## src/rtl/seq_restoring_divider_pkg.sv

```systemverilog
// Purpose : shared constants and FSM encoding for the sequential restoring divider.
// Latency : n/a (package only).
// Backpressure: n/a; exports div_state_t, DIV_WIDTH, DIV_CNT_W, QUOT_ALL_ONES.
package seq_restoring_divider_pkg;

  // Default operand width and the matching step-counter width.
  localparam int DIV_WIDTH = 32;
  localparam int DIV_CNT_W = $clog2(DIV_WIDTH);

  // Quotient reported on divide-by-zero. Kept wider than the default so any
  // width up to 64 can slice it down.
  localparam int                   DIV_MAX_W     = 64;
  localparam logic [DIV_MAX_W-1:0] QUOT_ALL_ONES = '1;

  typedef enum logic [1:0] {
    ST_IDLE   = 2'd0,
    ST_RUN    = 2'd1,
    ST_FINISH = 2'd2
  } div_state_t;

endpackage

```

## src/rtl/seq_restoring_divider_cla_subtractor.sv

```systemverilog
// Purpose : combinational W-bit a - b, as a ripple of 4-bit carry-lookahead blocks
//           plus one top bit; ports a, b in; diff, borrow (= ~carry_out) out.
// Latency : purely combinational. Backpressure: none.
module cla_subtractor #(
  parameter int W = 33  // must be 4*k + 1
) (
  input  logic [W-1:0] a,
  input  logic [W-1:0] b,
  output logic [W-1:0] diff,
  output logic         borrow
);

  localparam int NB = (W - 1) / 4;  // number of 4-bit lookahead blocks

  logic [W-1:0] b_n;
  logic [NB:0]  c;      // carry into each block; c[0] is the +1 of two's complement
  logic         g_top;
  logic         p_top;

  assign b_n  = ~b;
  assign c[0] = 1'b1;

  for (genvar i = 0; i < NB; i++) begin : g_blk
    logic [3:0] g;
    logic [3:0] p;
    logic [4:0] cc;

    assign g     = a[4*i +: 4] & b_n[4*i +: 4];
    assign p     = a[4*i +: 4] ^ b_n[4*i +: 4];
    assign cc[0] = c[i];
    assign cc[1] = g[0] | (p[0] & cc[0]);
    assign cc[2] = g[1] | (p[1] & g[0]) | (p[1] & p[0] & cc[0]);
    assign cc[3] = g[2] | (p[2] & g[1]) | (p[2] & p[1] & g[0])
                 | (p[2] & p[1] & p[0] & cc[0]);
    assign cc[4] = g[3] | (p[3] & g[2]) | (p[3] & p[2] & g[1])
                 | (p[3] & p[2] & p[1] & g[0]) | (p[3] & p[2] & p[1] & p[0] & cc[0]);

    assign diff[4*i +: 4] = p ^ cc[3:0];
    assign c[i+1]         = cc[4];
  end

  // Odd top bit that makes the subtract one wider than the operands.
  assign g_top     = a[W-1] & b_n[W-1];
  assign p_top     = a[W-1] ^ b_n[W-1];
  assign diff[W-1] = p_top ^ c[NB];
  assign borrow    = ~(g_top | (p_top & c[NB]));

endmodule

```

## src/rtl/seq_restoring_divider.sv

```systemverilog
// Purpose : multi-cycle unsigned restoring divider, one quotient bit per cycle.
//           Ports: clk, reset, start, dividend, divisor in; busy, done, quotient,
//           remainder, div_by_zero out.
// Latency : done WIDTH+1 cycles after an accepted start (1 cycle for divisor 0).
// Backpressure: start is only sampled in IDLE; starts during RUN/FINISH are dropped.
module seq_restoring_divider
  import seq_restoring_divider_pkg::*;
#(
  parameter int WIDTH = DIV_WIDTH  // multiple of 4, at most DIV_MAX_W
) (
  input  logic             clk,
  input  logic             reset,
  input  logic             start,
  input  logic [WIDTH-1:0] dividend,
  input  logic [WIDTH-1:0] divisor,
  output logic             busy,
  output logic             done,
  output logic [WIDTH-1:0] quotient,
  output logic [WIDTH-1:0] remainder,
  output logic             div_by_zero
);

  localparam int CNT_W = $clog2(WIDTH);

  div_state_t       state;
  logic [CNT_W-1:0] count;
  logic [WIDTH-1:0] rem_q;      // partial remainder R
  logic [WIDTH-1:0] quo_q;      // dividend shifting out / quotient shifting in
  logic [WIDTH-1:0] divisor_q;

  logic [WIDTH:0]   t_ext;
  logic [WIDTH:0]   d_ext;
  logic             sub_borrow;
  logic [WIDTH-1:0] next_rem;
  logic [WIDTH-1:0] next_quo;
  logic             unused_d_msb;

  // R < divisor always holds, so the bit shifted out of R is kept as the
  // extra MSB of the trial subtract instead of being dropped.
  assign t_ext = {rem_q, quo_q[WIDTH-1]};

  cla_subtractor #(.W(WIDTH + 1)) u_sub (
    .a      (t_ext),
    .b      ({1'b0, divisor_q}),
    .diff   (d_ext),
    .borrow (sub_borrow)
  );

  // Without a borrow the difference fits in WIDTH bits, so its MSB is always 0.
  assign unused_d_msb = d_ext[WIDTH];
  assign next_rem     = sub_borrow ? t_ext[WIDTH-1:0] : d_ext[WIDTH-1:0];
  assign next_quo     = {quo_q[WIDTH-2:0], ~sub_borrow};

  always_ff @(posedge clk) begin
    if (reset) begin
      state       <= ST_IDLE;
      count       <= '0;
      rem_q       <= '0;
      quo_q       <= '0;
      divisor_q   <= '0;
      busy        <= 1'b0;
      done        <= 1'b0;
      quotient    <= '0;
      remainder   <= '0;
      div_by_zero <= 1'b0;
    end else begin
      case (state)
        ST_IDLE: begin
          done <= 1'b0;
          if (start) begin
            divisor_q   <= divisor;
            rem_q       <= '0;
            quo_q       <= dividend;
            count       <= CNT_W'(WIDTH - 1);
            div_by_zero <= 1'b0;
            if (divisor != '0) begin
              state <= ST_RUN;
              busy  <= 1'b1;
            end else begin
              // Skip RUN entirely; result is fixed by convention.
              state       <= ST_FINISH;
              done        <= 1'b1;
              quotient    <= WIDTH'(QUOT_ALL_ONES);
              remainder   <= dividend;
              div_by_zero <= 1'b1;
            end
          end
        end

        ST_RUN: begin
          rem_q <= next_rem;
          quo_q <= next_quo;
          if (count == '0) begin
            // Last step: publish the result so it is valid alongside done.
            state     <= ST_FINISH;
            busy      <= 1'b0;
            done      <= 1'b1;
            quotient  <= next_quo;
            remainder <= next_rem;
          end else begin
            count <= count - 1'b1;
          end
        end

        ST_FINISH: begin
          done  <= 1'b0;
          state <= ST_IDLE;
        end

        default: begin
          state <= ST_IDLE;
          busy  <= 1'b0;
          done  <= 1'b0;
        end
      endcase
    end
  end

endmodule

```

## config.mk

```make
export PLATFORM = sky130hd
export DESIGN_NAME = seq_restoring_divider
export DESIGN_NICKNAME = d
export VERILOG_FILES = /design/src/rtl/seq_restoring_divider_pkg.sv /design/src/rtl/seq_restoring_divider_cla_subtractor.sv /design/src/rtl/seq_restoring_divider.sv
export SDC_FILE = /design/constraint.sdc
export NUM_CORES = 1
export LEC_CHECK = 0
export BUFFER_PORTS_ARGS = -buffer_cell sky130_fd_sc_hd__buf_2
export CORE_UTILIZATION = 26
export DETAILED_ROUTE_END_ITERATION = 8
export SYNTH_ARGS = -nofsm -noshare
export SYNTH_HDL_FRONTEND = slang
export SYNTH_HIERARCHICAL = 1
export SYNTH_SLANG_ARGS = --single-unit
```

## constraint.sdc

```tcl
create_clock -name clk -period 3.3 [get_ports clk]
set_clock_uncertainty 0.2 [all_clocks]
set_input_delay 0.33 -clock clk [delete_from_list [all_inputs] [get_ports clk]]
set_output_delay 0.33 -clock clk [all_outputs]
set_load 0.03 [all_outputs]
```

After elaboration in Yosys (flattened, before gate mapping)
Cells that the tools add are included.
{ "classes": {"addsub": 1, "reduce_logical": 10, "n_bitwise": 234, "mux": 28, "n_eq_ne": 7} }
{ "ops": {"columns": ["operator", "count"], "rows": [
  ["32-bit two-way mux", 9],
  ["32-bit one-hot mux with 2 select lines", 4],
  ["1-bit bitwise AND", 126],
  ["1-bit OR", 81],
  ["4-bit bitwise XOR", 16],
  ["32-bit NOT with 33-bit output", 1],
  ["4-bit bitwise AND", 8],
  ["32-bit nonzero test", 1],
  ["5-bit two-way mux", 2],
  ["2-bit != test (second input constant)", 5],
  ["5-bit one-hot mux with 2 select lines", 1],
  ["4-bit AND reduction", 2],
  ["1-bit two-way mux", 6],
  ["2-bit two-way mux", 3],
  ["2-bit AND reduction", 3],
  ["5-bit logical NOT", 1],
  ["5-bit by 1-bit subtractor with 5-bit output (second input constant)", 1],
  ["2-bit one-hot mux with 2 select lines", 1],
  ["1-bit one-hot mux with 3 select lines", 1],
  ["3-bit AND reduction", 1],
  ["2-bit by 1-bit equality test with 1-bit output (second input constant)", 1],
  ["2-bit equality test (second input constant)", 1],
  ["2-bit logical NOT", 1],
  ["1-bit one-hot mux with 2 select lines", 1],
  ["other kinds (3)", 3]
]} }
{ "word_totals": {"in_bits": 67, "regBits": 170, "output_inout_bits": 67} }

Logic depth before layout (Yosys ltp)
{ "depth": {"word_depth": 26, "ltp_mapped": 17} }

Modules after synthesis
Netlist, hierarchy kept.
{ "modules_own_cells": {"columns": ["mod", "area_each_um2", "seq_area_each_um2", "n_inst", "cells_each"], "rows": [
  ["seq_restoring_divider", 7206.9, 3403.3, 1, 876],
  ["cla_subtractor", 1536.5, 0.0, 1, 211]
]} }

Worst setup path after synthesis
No wires, ideal clock.
{ "synth_timing": {"kind": "register -> register", "from": "register quo_q[31]", "to": "register remainder[18]", "t_required_ns": 2.986, "path_stages_with_launch": 18, "setup_slack_ns": -0.188, "arrival_ns": 3.174, "setup_time_ns": 0.114, "path_buffers": 2, "path_cell_list": "dfxtp_1 inv_1 ha_1 o21ai_1 a22oi_2 a31oi_4 o21ai_1 a21o_1 nand2_1 o21ai_1 a21oi_1 fa_1 buf_2 buf_2 mux2i_1 nor2_1 nor2_1 a2111oi_0"} }
{ "synth_between": {"elab_chain_cells": 23, "elab_cells_between_ends": 28, "classes_between": "mux: 3; bitwise: 25"} }
{ "synth_lines": {"columns": ["element", "line_no", "source"], "rows": [
  ["from (decl)", "seq_restoring_divider.sv:28", "logic [WIDTH-1:0] quo_q;"],
  ["from (signal assigned)", "seq_restoring_divider.sv:73", "quo_q <= dividend;"],
  ["from (signal assigned)", "seq_restoring_divider.sv:92", "quo_q <= next_quo;"],
  ["4-bit bitwise AND", "seq_restoring_divider_cla_subtractor.sv:28", "assign g = a[4*i +: 4] & b_n[4*i +: 4];"],
  ["1-bit bitwise AND", "seq_restoring_divider_cla_subtractor.sv:36", "| (p[3] & p[2] & p[1] & g[0]) | (p[3] & p[2] & p[1] & p[0] & cc[0]);"],
  ["1-bit OR", "seq_restoring_divider_cla_subtractor.sv:36", null],
  ["1-bit OR (*)", "seq_restoring_divider_cla_subtractor.sv:36", null],
  ["1-bit bitwise AND (*)", "seq_restoring_divider_cla_subtractor.sv:36", null],
  ["1-bit OR (*)", "seq_restoring_divider_cla_subtractor.sv:36", null],
  ["1-bit bitwise AND (*)", "seq_restoring_divider_cla_subtractor.sv:36", null],
  ["1-bit OR (*)", "seq_restoring_divider_cla_subtractor.sv:36", null],
  ["[7 not listed]", null, null],
  ["1-bit OR", "seq_restoring_divider_cla_subtractor.sv:36", null],
  ["1-bit bitwise AND", "seq_restoring_divider_cla_subtractor.sv:36", null],
  ["1-bit OR", "seq_restoring_divider_cla_subtractor.sv:36", null],
  ["1-bit bitwise AND", "seq_restoring_divider_cla_subtractor.sv:46", "assign borrow = ~(g_top | (p_top & c[NB]));"],
  ["1-bit OR", "seq_restoring_divider_cla_subtractor.sv:46", null],
  ["32-bit two-way mux (*)", "seq_restoring_divider.sv:51", "assign next_rem = sub_borrow ? t_ext[WIDTH-1:0] : d_ext[WIDTH-1:0];"],
  ["32-bit two-way mux (*)", "seq_restoring_divider.sv:93", "if (count == '0) begin"],
  ["32-bit one-hot mux with 2 select lines (*)", "seq_restoring_divider.sv:67", "case (state)"],
  ["to (signal assigned)", "seq_restoring_divider.sv:84", "remainder <= dividend;"],
  ["to (signal assigned)", "seq_restoring_divider.sv:99", "remainder <= next_rem;"],
  ["to (decl)", "seq_restoring_divider.sv:19", "output logic [WIDTH-1:0] remainder,"]
]} }
Mark *: on every way between the ends. The rest lies on a longest branch, timed or not. The select of a mux whose other input is x is not followed.
A chain may end at the register's enable or synchronous reset.

Final worst setup path
{ "layout_timing": {"from": "register divisor_q[9]", "to": "register remainder[7]"} }
{ "layout_between": {"elab_chain_cells": 21, "elab_cells_between_ends": 26, "classes_between": "mux: 3; bitwise: 23"} }
{ "layout_lines": {"columns": ["element", "line_no", "source"], "rows": [
  ["from (decl)", "seq_restoring_divider.sv:29", "logic [WIDTH-1:0] divisor_q;"],
  ["from (signal assigned)", "seq_restoring_divider.sv:71", "divisor_q <= divisor;"],
  ["32-bit NOT with 33-bit output (*)", "seq_restoring_divider_cla_subtractor.sv:20", "assign b_n = ~b;"],
  ["4-bit bitwise AND or 4-bit bitwise XOR (tied branches)", "seq_restoring_divider_cla_subtractor.sv:28, seq_restoring_divider_cla_subtractor.sv:29", null],
  ["1-bit bitwise AND, on equally long branches", "seq_restoring_divider_cla_subtractor.sv:35, seq_restoring_divider_cla_subtractor.sv:36", null],
  ["1-bit OR or 1-bit bitwise AND (tied branches)", "seq_restoring_divider_cla_subtractor.sv:35, seq_restoring_divider_cla_subtractor.sv:36", null],
  ["1-bit OR or 1-bit bitwise AND (tied branches)", "seq_restoring_divider_cla_subtractor.sv:36", null],
  ["1-bit OR (*)", "seq_restoring_divider_cla_subtractor.sv:36", null],
  ["1-bit bitwise AND (*)", "seq_restoring_divider_cla_subtractor.sv:36", null],
  ["1-bit OR (*)", "seq_restoring_divider_cla_subtractor.sv:36", null],
  ["[5 not listed]", null, null],
  ["1-bit OR (*)", "seq_restoring_divider_cla_subtractor.sv:36", null],
  ["1-bit bitwise AND (*)", "seq_restoring_divider_cla_subtractor.sv:36", null],
  ["1-bit OR (*)", "seq_restoring_divider_cla_subtractor.sv:36", null],
  ["1-bit bitwise AND (*)", "seq_restoring_divider_cla_subtractor.sv:46", null],
  ["1-bit OR (*)", "seq_restoring_divider_cla_subtractor.sv:46", null],
  ["32-bit two-way mux (*)", "seq_restoring_divider.sv:51", null],
  ["32-bit two-way mux (*)", "seq_restoring_divider.sv:93", null],
  ["32-bit one-hot mux with 2 select lines (*)", "seq_restoring_divider.sv:67", null]
]} }
Marked as above.

==> run metrics <==
Sink Count=170; power per cell area=483 nW/um^2; VDD IR max=0.298 mV; utilization after layout=36.5%; Syn Nets=1195; Fillers=3360; switching power=1.75 mW; largest net degree at the start of global routing=70; num ports=134; Clock Power Share=37.7%; Hold WC Path Type=in -> reg; nets=1422; P_leak=5.05 nW; Slew HR=39.5%; critical path class=reg -> reg; H-tree levels=4; post-synthesis cell count=1086; first-pass GRT wire length=41700 um; starting utilization of the core area=26.7%; hold slack=0.0137 ns; internal cell power=4.04 mW; Wirelength per Cell=14.9 um; area of the core=32800 um^2; DP Cell Count=1664; failing checks=negative setup slack; sequential power share=39.8%; antenna cells=0; Comb pwr share=22.5%; Design Power=5.78 mW; WL final=26400 um; Post-DP HPWL=18900 um; total congestion overflow=0; Max clock buf depth=2; Non-Filler Instances=1767; Die ar.=34400 um^2; mapped cell area=8740 um^2; Via density=4.71; vias in the first global route=8035; fin. max-slew vios=0; Worst-Skew Late Latency=0.43 ns; via count=8329; clock-pin slew on the worst setup and hold paths=0.07 ns; share of cells above drive strength 1=26.8%; setup ws final=-0.130 ns; CTS tree=yes; max-cap viol count=0; setup violators final=27; period utilization=104%; gp weighted congestion=0.846; Routed Antenna Nets=0; DP Area=10400 um^2; CP arrival=3.56 ns; DIE HEIGHT=185 um; Critical Path RT=3.43 ns; YS warnings=6; CP Max Fanout=11; initial antenna violation count=0; die width=185 um; worst-margin pin slew=0.908 ns; I/O Buffers=133; Mean Syn Cell Area=8.05 um^2; first-pass detailed-route iteration total=6; reg2reg setup slack=-0.13 ns; switching share of power=30.2%; Final Cell Area=12000 um^2; crit path time final=3.43 ns; Fmax=292 MHz; initial DRC count=463; critical path endpoint category=register; pre-CTS setup slack=-0.127 ns; Cell Rows=66; total CTS buffers=17; RSZ-0062 raised after global routing=true; Hold Fails Final Rpt=0; Overall Global Routing Usage=15.5%; CTS Root Cell=clkbuf_16; startpoint types=register; status=finished with violations; Final TNS setup=-1.43 ns; Area Overhead vs Synth=37.0%; Residual DRC=0
[timing repair]
item | CTS | global route
setup endpoints to repair | 41 | 65
pin swaps | 12 | 24
gates cloned | 1 | 0
hold endpoints to repair | 60 | 0
setup buffers | 9 | 3
resized for setup | 28 | 36
hold buffers | 60 | 0
[routing by layer]
| metal | GRT usage [%] | routed length (um) | vias up |
|---|---|---|---|
| li1 | - | - | 4188 |
| met1 | 20.1 | 12500 | 3892 |
| met2 | 24.4 | 11800 | 207 |
| met3 | 3.26 | 1320 | 42 |
| met4 | 6.94 | 800 | 0 |
| met5 | 0 | 0 | - |
[placed cells by master, fill, tap and decap left out, drive strengths merged, types with 16 or more instances in the layout]
| cell | count |
|---|---|
| nor4 | 40 |
| a211oi | 34 |
| inv | 100 |
| dfxtp | 170 |
| a2111oi | 32 |
| a311oi | 32 |
| ha | 34 |
| o21ai | 16 |
| nand2 | 141 |
| buf | 226 |
| dlygate4sd3 | 60 |
| mux2i | 32 |
| xnor2 | 16 |
| clkbuf | 17 |
| nor2 | 196 |
| a21oi | 93 |
[layout make-up]
class | instances | area, um^2 | share of cell area (%)
clock inverter | 14 | 209 | 1.75
inverter | 93 | 349 | 2.92
multi-input combinational | 745 | 4990 | 41.7
timing repair buffer | 286 | 2030 | 17.0
tap | 442 | 553 | 4.62
sequential | 170 | 3410 | 28.5
clock buffer | 17 | 425 | 3.55
[sequential cells by signal, indices dropped and copies added (netlist names)]
name and count:
busy 1, count 5, div_by_zero 1, divisor_q 32, done 1, quo_q 32
quotient 32, rem_q 32, remainder 32, state 2
[critical path, cell delays in order (launching register included)]
cell	delay, ns
dfxtp_2	0.33
inv_1	0.06
ha_4	0.27
buf_4	0.12
nand4_1	0.17
a31oi_4	0.23
nor3_4	0.08
o21ai_4	0.08
a21o_1	0.18
nand2_2	0.07
o21ai_2	0.17
a21oi_2	0.08
fa_2	0.43
buf_12	0.18
mux2i_1	0.13
nor2_1	0.20
nor2_1	0.09
a2111oi_2	0.28
[final timing paths]
kind | startpoint | cells after the start | endpoint
worst min-delay path | dividend[19] | 3 | quo_q[19]
worst max-delay path | divisor_q[9] | 17 | remainder[7]
worst min register to register | divisor_q[10] | 2 | divisor_q[10]
worst max register to register | divisor_q[9] | 17 | remainder[7]
[power groups by stage]
| stage | logic [mW] | clock network, mW | registers (mW) |
|---|---|---|---|
| 6_report | 1.30 | 2.18 | 2.30 |
| 5_1_grt | 1.44 | 2.30 | 2.32 |
| 4_1_cts | 1.28 | 2.22 | 2.30 |
| 3_5_place_dp | 1.18 | 0 | 2.34 |
| 3_3_place_gp | 1.17 | 0 | 2.34 |
| 2_1_floorplan | 0.719 | 0 | 2.42 |
No activity file was read; power rests on OpenSTA's default activity.
